### config.mk
export PLATFORM = sky130hd
export DESIGN_NAME = dual_count_scheduler
export DESIGN_NICKNAME = d
export VERILOG_FILES = /design/src/rtl/dual_count_scheduler.sv
export SDC_FILE = /design/constraint.sdc
export NUM_CORES = 1
export LEC_CHECK = 0
export BUFFER_PORTS_ARGS = -buffer_cell sky130_fd_sc_hd__buf_2
export CELL_PAD_IN_SITES_DETAIL_PLACEMENT = 1
export CELL_PAD_IN_SITES_GLOBAL_PLACEMENT = 2
export CORE_MARGIN = 2
export CORE_UTILIZATION = 32
export CTS_CLUSTER_SIZE = 20
export DETAILED_ROUTE_END_ITERATION = 10
export PLACE_DENSITY = 0.85
export SYNTH_ARGS = -nofsm -noshare
export SYNTH_HDL_FRONTEND = slang
export SYNTH_SLANG_ARGS = --single-unit
### constraint.sdc
create_clock -name clk_i -period 2.6 [get_ports clk_i]
set_input_delay 0.52 -clock clk_i [delete_from_list [all_inputs] [get_ports clk_i]]
set_output_delay 0.52 -clock clk_i [all_outputs]
set_load 0.005 [all_outputs]
### src/rtl/dual_count_scheduler.sv
// Round-robin grant sequencer for two counters sharing one adder.
// Mirrors both counts and flags when both reach their latched targets.
module dual_count_scheduler #(
    parameter int WIDTH = 12
) (
    input  logic             clk_i,
    input  logic             rst_i,
    input  logic             start_i,
    input  logic             abort_i,
    input  logic [WIDTH-1:0] target1_i,
    input  logic [WIDTH-1:0] target2_i,
    input  logic             req1_i,
    input  logic             req2_i,
    output logic             ena1_o,
    output logic             ena2_o,
    output logic [WIDTH-1:0] count1_o,
    output logic [WIDTH-1:0] count2_o,
    output logic             busy_o,
    output logic             done_o,
    output logic             valid_o
);

    typedef enum logic [1:0] {
        S_IDLE = 2'd0,
        S_RUN  = 2'd1,
        S_DONE = 2'd2
    } state_t;

    state_t           state_q, state_d;
    logic [WIDTH-1:0] cnt1_q, cnt1_d;
    logic [WIDTH-1:0] cnt2_q, cnt2_d;
    logic [WIDTH-1:0] tgt1_q, tgt1_d;
    logic [WIDTH-1:0] tgt2_q, tgt2_d;
    logic             ptr_q, ptr_d;

    logic elig1, elig2, at_tgt;
    logic g1, g2;

    assign elig1  = req1_i & (cnt1_q != tgt1_q);
    assign elig2  = req2_i & (cnt2_q != tgt2_q);
    assign at_tgt = (cnt1_q == tgt1_q) && (cnt2_q == tgt2_q);

    always_comb begin
        state_d = state_q;
        cnt1_d  = cnt1_q;
        cnt2_d  = cnt2_q;
        tgt1_d  = tgt1_q;
        tgt2_d  = tgt2_q;
        ptr_d   = ptr_q;
        g1      = 1'b0;
        g2      = 1'b0;
        busy_o  = 1'b0;
        done_o  = 1'b0;
        unique case (state_q)
            S_IDLE: begin
                if (start_i) begin
                    tgt1_d  = target1_i;
                    tgt2_d  = target2_i;
                    cnt1_d  = '0;
                    cnt2_d  = '0;
                    state_d = S_RUN;
                end
            end
            S_RUN: begin
                busy_o = 1'b1;
                if (abort_i) begin
                    state_d = S_IDLE;
                end else if (at_tgt) begin
                    state_d = S_DONE;
                end else begin
                    // ptr breaks ties only when both sides are eligible
                    g1 = elig1 & (~elig2 | ~ptr_q);
                    g2 = elig2 & (~elig1 | ptr_q);
                    if (g1) begin
                        cnt1_d = cnt1_q + 1'b1;
                        ptr_d  = 1'b1;
                    end
                    if (g2) begin
                        cnt2_d = cnt2_q + 1'b1;
                        ptr_d  = 1'b0;
                    end
                end
            end
            S_DONE: begin
                done_o  = 1'b1;
                state_d = S_IDLE;
            end
            default: state_d = S_IDLE;
        endcase
    end

    always_ff @(posedge clk_i) begin
        if (rst_i) begin
            state_q <= S_IDLE;
            cnt1_q  <= '0;
            cnt2_q  <= '0;
            tgt1_q  <= '0;
            tgt2_q  <= '0;
            ptr_q   <= 1'b0;
        end else begin
            state_q <= state_d;
            cnt1_q  <= cnt1_d;
            cnt2_q  <= cnt2_d;
            tgt1_q  <= tgt1_d;
            tgt2_q  <= tgt2_d;
            ptr_q   <= ptr_d;
        end
    end

    assign ena1_o   = g1;
    assign ena2_o   = g2;
    assign count1_o = cnt1_q;
    assign count2_o = cnt2_q;
    assign valid_o  = (cnt1_q != '1) | (cnt2_q != '1);

endmodule

Yosys cells after proc, flatten, opt, wreduce, memory -nomap -nowiden:

Cells that the tools add are included.

* magnitude comparators: 0
* reduce and logical (&&, ||, !) cells: 9
* equality and inequality tests: 14
* mux-type cells: 23
* div/mod/pow operators: 0
* multiply operators: 0
* add/sub/neg operators: 2
* bitwise operators: 12
* shift operators: 0

Operators by type and width (number)
* $mux W12: 7
* $pmux W12 S2: 2
* $add A12 B1 Y12 const B: 2
* $eq A12 B12 Y1: 2
* $ne A12 B12 Y1: 2
* $ne A12 B12 Y1 const B: 2
* $mux W1: 10
* $ne A2 B2 Y1 const B: 5
* $reduce_and A5 Y1: 2
* $mux W2: 3
* $not A1 Y1: 5
* $and A1 B1 Y1: 4
* $pmux W2 S2: 1
* $reduce_and A2 Y1: 2
* $reduce_and A4 Y1: 1
* $reduce_bool A2 Y1: 2
* $ne A3 B3 Y1 const B: 1
* $or A1 B1 Y1: 3
* $eq A2 B1 Y1 const B: 1
* $eq A2 B2 Y1 const B: 1
* $logic_not A2 Y1: 1
* $logic_and A1 B1 Y1: 1

* output and inout bits: 29
* memories: 0
* register bits after elaboration: 51
* RAM bits: 0
* bits in latches: 0
* input bits: 30
* memory bits (read-only): 0

Logic depth before layout (Yosys ltp):

Gate-level depths: netlist of run 1.

* depth in word-level cells: 9
* depth in mapped cells: 8
* depth with buffers taken out: 7

Worst setup path before layout of run 1:

Ideal clock, no wire load.

* kind: register to output
* from: register cnt2_q[11] (netlist: count2_o[11])
* to: output port ena1_o
* cell stages (with the launch flop): 7
* arrival: 1.496 ns
* setup slack: 0.584 ns
* required time: 2.080 ns
* path through: dfxtp_1 > xnor2_1 > nand4_1 > o311ai_2 > buf_4 > nand3_2 > nor2_1

* word-level cells in the longest chain between the ends: 8

Ends and longest elaborated chain
* start, declared: line 31 `logic [WIDTH-1:0] cnt2_q, cnt2_d;`
* start signal, assigned: line 103 `cnt2_q <= cnt2_d;`
* $ne A12 B12 Y1: line 40 `assign elig2 = req2_i & (cnt2_q != tgt2_q);`
* $and A1 B1 Y1: line 40
* $not A1 Y1: line 72 `g1 = elig1 & (~elig2 | ~ptr_q);`
* $or A1 B1 Y1: line 72
* $and A1 B1 Y1: line 72
* $mux W1 (*): line 68 `end else if (at_tgt) begin`
* $mux W1 (*): line 66 `if (abort_i) begin`
* $mux W1 (*): line 54 `unique case (state_q)`
* end, declared: line 14 `output logic ena1_o,`

Mark *: on every way between the ends. The rest lies on a longest branch, timed or not.

Final worst setup path of run 1:

* from: register cnt2_q[4] (netlist: count2_o[4])
* to: output port ena2_o

* word-level cells in the longest chain between the ends: 6

Ends and longest elaborated chain
* $ne A12 B12 Y1: line 40
* $and A1 B1 Y1: line 40
* $and A1 B1 Y1: line 73 `g2 = elig2 & (~elig1 | ptr_q);`
* $mux W1 (*): line 68
* $mux W1 (*): line 66
* $mux W1 (*): line 54
* end, declared: line 15 `output logic ena2_o,`

Marked as above.

==> results.md, run 1 <==
- The analysis attributes to cell leakage a power of approximately 1.4 nW.
- For this run the aggregate overflow at the end of global routing stands at 0.
- The synthesized design contains 51 register bits.
- For this design the ratio of total power to cell area is ~500 nW/µm².
- After synthesis, the mean cell area works out to about 8.4 µm².
- Across the run, the number of max-cap violations was 0.
- The final layout contains 433 nets.
- The sequential fraction of the synthesis area is roughly 37%.
- The nature of the critical path startpoint is a flip-flop.
- The cell area after technology mapping is approximately 2700 µm².
- Wires add up to between 8000 and 9000 µm.
- Clock-pin slew was measured on the worst setup and hold paths at 0.10 ns.
- Of the available clock period, the critical path in the final layout requires between 90% and 100%.
- The number of input and output port buffers inserted is between 50 and 60.
- The transition time at the pin with the least slew margin is around 0.91 ns.
- For the worst setup path, the data arrival time is between 1.5 and 2 ns.
- The residual antenna-violating net count after detailed routing is 0.
- The post-route netlist has about 32% of its cells at a drive strength greater than 1.
- The number of sinks on the clock net is between 50 and 60.
- The number of distinct library cells after synthesis is 56.
- Yosys mapped a number of flops with a built-in enable equal to 0.
- The initial utilization of the core area, before any placement, comes to between 30 and 40%.
- Setup repair after global routing left no endpoint under its margin.
- The number of hold buffers added after CTS is 0.
- At the worst endpoint, the required time is around 2.1 ns.
- The CTS tree is built.
- The first global-routing pass estimated between 10000 and 15000 µm of wire.
- The standard-cell row count is 33.
- In this run the number of H-tree levels came out at 2.
- In this run the standard cell core region covers 8260 µm².
- The pin count of the biggest net entering global routing is 30.
- Setup violations remaining at the end of the flow were counted as 0.
- The final hold violation count is 0.
- The type of the tightest min-delay check is input pin to flip-flop.
- The worst slack at placement is 0.219 ns.
- Walking the worst path, the cells encountered are xnor2_1, nand4_1, buf_4, or3_4, o211ai_2, nor2_1, buf_2.
- The floorplan step set the die height to a little under 100 µm.
- Of all flip-flops after synthesis, the portion carrying an async set or reset was 0%.
- Once layout is done, the placed cells without fillers occupy ~3400 µm².
- Synthesis produced 327 cells.
- Among all stages on the critical path, the largest delay is contributed by sky130_fd_sc_hd__or3_4.
- Before antenna repair, the detailed router went through 4 iterations.
- The post-synthesis net count is about 360.
- The boundary pin count is 59.
- The synthesized netlist devotes a little over a fifth of its cell area to compound gates.
- The post-placement cell count is 495.
- The remaining design rule violation count is 0.
- In the layout the commonest cells are sky130_fd_sc_hd__nand2_1 (61), sky130_fd_sc_hd__buf_2 (58), sky130_fd_sc_hd__dfxtp_1 (41), sky130_fd_sc_hd__a21oi_1 (33), sky130_fd_sc_hd__buf_4 (29).
- Compared with the post-synthesis result, the final layout area differs by 24.1%.
- The floorplan step defined a die boundary enclosing slightly above 9000 µm².
- After detailed routing, the average wire length per cell comes to between 15 and 20 µm.
- The most used flip-flop cell after synthesis is sky130_fd_sc_hd__dfxtp_1.
- During synthesis, Yosys emitted a total of 0 warnings.
- The number of global-route vias before repair was between 2000 and 3000.
- The half-perimeter wire length after placement is roughly 6600 µm.
- The clock latency of the later-clocked register in the worst-skew pair is ~0.32 ns.
- The tree is rooted in a sky130_fd_sc_hd__clkbuf_8.
- The share of synthesized cell area in full adder, half adder and majority cells is less than 1%.
- The via count is between 2000 and 3000.
- The floorplan step set the die width to roughly 97 µm.
- The repair_antennas step left the layout with diodes totalling 0.
- For this run, the slowest stage of the critical path takes around 0.4 ns.
- The first-iteration detailed-routing DRC count is around 150.
- Routability-driven placement finished with a final weighted congestion of about 0.84.
- The dominant combinational cell family by area after synthesis is simple AND/OR/NAND/NOR gates.
- The clock tree buffer depth is 2.
- Counting I/O delays and the setup requirement, the final critical path takes 2.51 ns.
- Measured against the total synthesized area, the mux share comes to 0%.
- The maximum vdd ir drop is 0.188 mV.
- The count of final max-slew check failures came to 0.
- The worst hold slack across all endpoints is around 0.43 ns.
- In this run, CTS created clock tree buffers numbering 5.
- The synthesized netlist devotes roughly 8.6% of its cell area to XOR and XNOR gates.
- The most common cell after layout, fill and taps aside is sky130_fd_sc_hd__nand2_1.
- The average via count per standard cell is ~5.4.
- The synthesized netlist devotes about a quarter of its cell area to simple gates.
- The run finished with clean final reports.
- The worst setup path is captured at an output port.
- The final worst clock skew is between 0.01 and 0.015 ns.
- The total routing usage reported by global routing is between 10% and 20%.
- The maximum frequency from static timing analysis is 399 MHz.
- Excluding fillers, the count of instances in the completed layout stands at roughly 510.
- In the final timing run, aggregate negative setup slack is 0 ns.
- The maximum fanout count along the critical path is 3.
- The number of antenna violations at the first check in global routing is 0.
- The critical path in this run is classified as flip-flop to output port.
- The headroom to the max-slew limit is between 30% and 40%.
- The post-detailed-placement cell area is 3230 µm².
- The worst setup slack after layout is roughly 0.094 ns.
layout make-up:
| cell class | instances | area, µm² |
|---|---|---|
| sequential | 51 | 1040 |
| tap | 105 | 131 |
| inverter | 5 | 18.8 |
| clock buffer | 5 | 68.8 |
| multi-input combinational | 251 | 1600 |
| fill | 1051 | 4850 |
| timing repair buffer | 87 | 508 |
| clock inverter | 2 | 37.5 |
where the power goes:
group | leakage [nW] | internal (mW) | switching (mW)
logic | 0.888 | 0.128 | 0.185
clock network | 0.0502 | 0.282 | 0.277
registers | 0.421 | 0.813 | 0.0324
total | 1.36 | 1.22 | 0.495
stage by stage:
step / util [%] / total power [mW]
floorplan: - / 1.06
global placement: 39.1 / 1.15
detailed placement: 39.1 / 1.16
CTS: 40.6 / 1.72
global route: 41.2 / 1.81
finish: 41.2 / 1.72
timing repair:
| action | in CTS | in global routing |
|---|---|---|
| setup endpoints to repair | 2 | 3 |
| hold endpoints to repair | 0 | 0 |
| pin swaps | 1 | 5 |
| gates resized for setup | 5 | 12 |
| buffers inserted | 1 | 3 |
logic make-up after synthesis:
family                   after synthesis
AO/OA/AOI/OAI                         83
XOR/XNOR                              24
adder cells (fa/ha/maj)                2
buffers and inverters                 25
flip-flops                            51
AND/OR/NAND/NOR                      142
cell usage after synthesis (2+ instances only):
cell type | count | area share (%)
sky130_fd_sc_hd__a31oi_1 | 14 | 3.2
sky130_fd_sc_hd__inv_1 | 5 | 0.68
sky130_fd_sc_hd__o31a_1 | 5 | 1.6
sky130_fd_sc_hd__o31ai_1 | 3 | 0.82
sky130_fd_sc_hd__a41oi_1 | 3 | 0.96
sky130_fd_sc_hd__and3_1 | 8 | 1.8
sky130_fd_sc_hd__buf_1 | 4 | 0.55
sky130_fd_sc_hd__o311ai_0 | 4 | 1.3
sky130_fd_sc_hd__a32oi_1 | 4 | 1.3
sky130_fd_sc_hd__nor2b_1 | 2 | 0.46
sky130_fd_sc_hd__o211ai_1 | 3 | 0.82
sky130_fd_sc_hd__nand2_2 | 2 | 0.46
sky130_fd_sc_hd__clkbuf_1 | 6 | 0.82
sky130_fd_sc_hd__o21ai_0 | 3 | 0.55
sky130_fd_sc_hd__dfxtp_1 | 51 | 37
sky130_fd_sc_hd__buf_2 | 4 | 0.73
sky130_fd_sc_hd__nand4_2 | 3 | 1.4
sky130_fd_sc_hd__xnor2_1 | 22 | 7.0
sky130_fd_sc_hd__nor2_1 | 15 | 2.1
sky130_fd_sc_hd__or3_4 | 2 | 0.82
sky130_fd_sc_hd__nand4_1 | 10 | 2.3
sky130_fd_sc_hd__ha_1 | 2 | 0.91
sky130_fd_sc_hd__buf_6 | 4 | 1.6
sky130_fd_sc_hd__nor3_1 | 5 | 0.91
sky130_fd_sc_hd__nor4_1 | 2 | 0.46
sky130_fd_sc_hd__nand2_1 | 62 | 8.5
sky130_fd_sc_hd__nand3_1 | 18 | 3.3
sky130_fd_sc_hd__a21oi_1 | 33 | 6.0
sequential cells by signal (all words and copies together) (netlist names):
name and count:
count1_o 12, count2_o 12, tgt2_q 12, ptr_q 1
state_q 2, tgt1_q 12
critical path, delay by kind of cell (launching register included):
| kind | cells | cell delay [ns] |
|---|---|---|
| xor+xnor | 1 | 0.20 |
| buf+inv | 2 | 0.34 |
| compound gates | 1 | 0.09 |
| simple gates | 3 | 0.69 |
| flops | 1 | 0.35 |
metal layers:
| layer | up-vias | share of wire, % | global-route usage (%) |
|---|---|---|---|
| met5 | - | 0 | 0 |
| met3 | 7 | 4.7 | 3.32 |
| met2 | 59 | 47 | 30.9 |
| li1 | 1329 | - | - |
| met4 | 0 | 1.1 | 4.77 |
| met1 | 1328 | 47 | 26.9 |
worst paths after layout:
kind	startpoint	endpoint	slack (ns)	cells past startpoint
max reg2reg	count2_o[2]	count1_o[0]	0.27	8
max	count2_o[4]	ena2_o	0.09	7
min	target2_i[3]	tgt2_q[3]	0.43	3
min reg2reg	tgt2_q[1]	tgt2_q[1]	0.47	2
(Power assumes the default switching activity.)
==> run 2: changes to the inputs <==
- CTS_CLUSTER_SIZE: 20 -> 14
- PLACE_DENSITY: 0.85 -> 0.86
==> run 2 against run 1 <==
Via count is essentially flat. Setup slack gained 0.015 ns. Sequential share of layout area grew 0.25 points. Count of clock-buffer cells in the layout grew 1. Core utilization shrank 0.29 points. Critical endpoint is now ena1_o. Largest power group unchanged.
==> results.md, run 2 (synthesis results as in run 1) <==
- Along the worst path, the maximum fanout reaches 12.
- The first-pass GRT wire length is 14200 µm.
- The overflow left after global routing is 0.
- The setup TNS is 0 ns.
- In this run the power density over the cells is approximately 490 nW/µm².
- The global placer's final weighted congestion is between 0.8 and 0.9.
- At the worst endpoint, the arrival time is around 2.0 ns.
- Measured on the finished design, the core utilization comes to between 40 and 50%.
- The die boundary width is a little under 100 µm.
- The wire length reported by the detailed router is between 8000 and 9000 µm.
- The nature of the critical path startpoint is a flip-flop.
- For this design, the sink count on the clock tree is 51.
- On the final layout, the worst clock skew is 0.00359 ns.
- Detailed routing inserted a total of ~2700 vias.
- The post-detailed-route wirelength per cell is 17.0 µm.
- The maximum frequency from static timing analysis is between 400 and 500 MHz.
- VDD sags by at most between 0.2 and 0.25 mV.
- The number of global-route vias before repair is 2758.
- The number of antenna violations at the first check in global routing is 0.
- The clock tree synthesis step divided the H-tree into 2 levels.
- After detailed routing, the number of vias per cell comes to 5.42.
- The detailed-router iteration count before antenna repair is 4.
- Port buffering added 58 buffers.
- The height of the die is 96.6 µm.
- The cell at the slowest stage of the critical path is sky130_fd_sc_hd__or3_4.
- The clock latency of the later-clocked register in the worst-skew pair is approximately 0.3 ns.
- The required time at the worst-slack endpoint is ~2.1 ns.
- The tightest hold path in the finished design has a slack of 0.444 ns.
- The detailed router finished its first iteration with around 110 violations.
- The headroom to the max-slew limit is a little over a third.
- Entering global routing, the biggest net connects 30 pins.
- Cells with a size suffix above 1 make up roughly 33% of the layout.
- For this run, the total global-route usage over all layers was measured as between 10% and 20%.
- By startpoint and endpoint, the worst setup path is classified as flip-flop to output port.
- The most common cell after layout, fill and taps aside is sky130_fd_sc_hd__nand2_1.
- The number of buffers created by CTS is 5.
- The number of max-cap violations is 0.
- After detailed routing, the number of remaining DRC violations is 0.
- TritonCTS built the clock tree.
- The final hold violation count is 0.
- The run finished with clean final reports.
- No sink is reached through more buffers than the 2 on the longest clock path.
- For this design the static power due to leakage is ~1.3 nW.
- The count of nets left with antenna violations once routing finished came out at 0.
- The number of endpoints failing setup at the final stage is 0.
- At the placement stage, the worst setup path has a slack of between 0.2 and 0.25 ns.
- The reg-to-reg critical path startpoint is count1_o[10].
- After legalization and detailed placement, the total HPWL measured ~6500 µm.
- The final antenna diode count is 0.
- The core region area is a little over 8000 µm².
- In this run the count of I/O pins placed on the die edge is approximately 60.
- In the layout the commonest cells are sky130_fd_sc_hd__nand2_1 (61), sky130_fd_sc_hd__buf_2 (58), sky130_fd_sc_hd__dfxtp_1 (40), sky130_fd_sc_hd__a21oi_1 (33), sky130_fd_sc_hd__buf_4 (25).
- After clock tree synthesis, the clock-pin slew on the worst setup and hold paths is around 0.10 ns.
- The effective utilization at floorplan is around a third.
- The type of the tightest min-delay check is input pin to flip-flop.
- The element type at the critical path end is an output port.
- The delay of the slowest cell on the worst path is roughly 0.53 ns.
- The critical path goes through xnor2_1, nand4_2, or3_4, nand3_2, nor2_1, buf_2.
- The die covers 9330 µm².
- The most critical setup path has its startpoint at count1_o[10].
- For the pin with the worst max-slew slack, the measured transition is 0.948 ns.
- The worst setup slack after layout is 0.109 ns.
- The area growth from synthesis to layout is 23.2%.
- The origin of the worst min-delay path is target1_i[9].
- The count of final max-slew check failures is 0.
- The master cell of the clock root buffer is sky130_fd_sc_hd__clkbuf_8.
- The worst path uses a little over nine tenths of the clock period.
- The net total in the final layout is about 430.
- The standard-cell row count is 33.
- Subtracting the final worst setup slack from the clock period gives between 2 and 2.5 ns.
[run 2: cell count changes in the layout (fill, tap and decap cells not counted), sizes merged]
cell | previous run | this run
clkbuf | 5 | 6
clkinv | 0 | 1
bufinv | 1 | 0
buf | 87 | 83
[run 2: worst paths after layout]
path | to | slack, ns | cells past startpoint
hold / removal | tgt1_q[9] | 0.44 | 3
setup / recovery | ena1_o | 0.11 | 6
hold reg to reg | tgt2_q[11] | 0.48 | 2
setup reg to reg | count1_o[11] | 0.30 | 6
[run 2: cell type report]
| type | count | area, µm² |
|---|---|---|
| Fill cell | 1023 | 4880 |
| Clock buffer | 6 | 82.6 |
| Tap cell | 105 | 131 |
| Sequential cell | 51 | 1040 |
| Timing Repair Buffer | 83 | 478 |
| Multi-Input combinational cell | 251 | 1610 |
| Inverter | 5 | 18.8 |
| Clock inverter | 2 | 16.3 |
[run 2: report_power, final]
group	internal, mW	leakage (nW)	total, mW	switching [mW]
registers	0.813	0.421	0.846	0.0323
clock network	0.218	0.0474	0.495	0.277
logic	0.126	0.866	0.308	0.182
total	1.16	1.34	1.65	0.491
[run 2: layer usage]
metal | part of all wire [%] | global-route usage [%] | up-vias | wire (µm)
li1 | - | - | 1322 | -
met1 | 47 | 25.3 | 1320 | 3970
met2 | 46 | 29.3 | 72 | 3950
met3 | 5.8 | 3.25 | 11 | 492
met4 | 1.4 | 4.98 | 0 | 117
met5 | 0 | 0 | - | 0
[run 2: per-stage QoR]
stage / area [µm²] / std cells / total power [mW]
floorplan: 2740 / 327 / 1.06
global placement: 3190 / 490 / 1.14
detailed placement: 3190 / 490 / 1.15
CTS: 3300 / 498 / 1.64
global route: 3380 / 503 / 1.74
finish: 3380 / 503 / 1.65
[run 2: critical path: cells and delay by family (launching register included)]
family | cells | cell delay [ns]
flops | 1 | 0.44
simple gates | 4 | 0.93
buf+inv | 1 | 0.13
xor+xnor | 1 | 0.16
[run 2: repair_timing]
item                       4_1_cts  5_1_grt
hold buffers                     0        0
pin swaps                        0        5
gates cloned                     0        0
setup buffers                    0        5
setup endpoints to repair        3        3
resized for setup                4       17
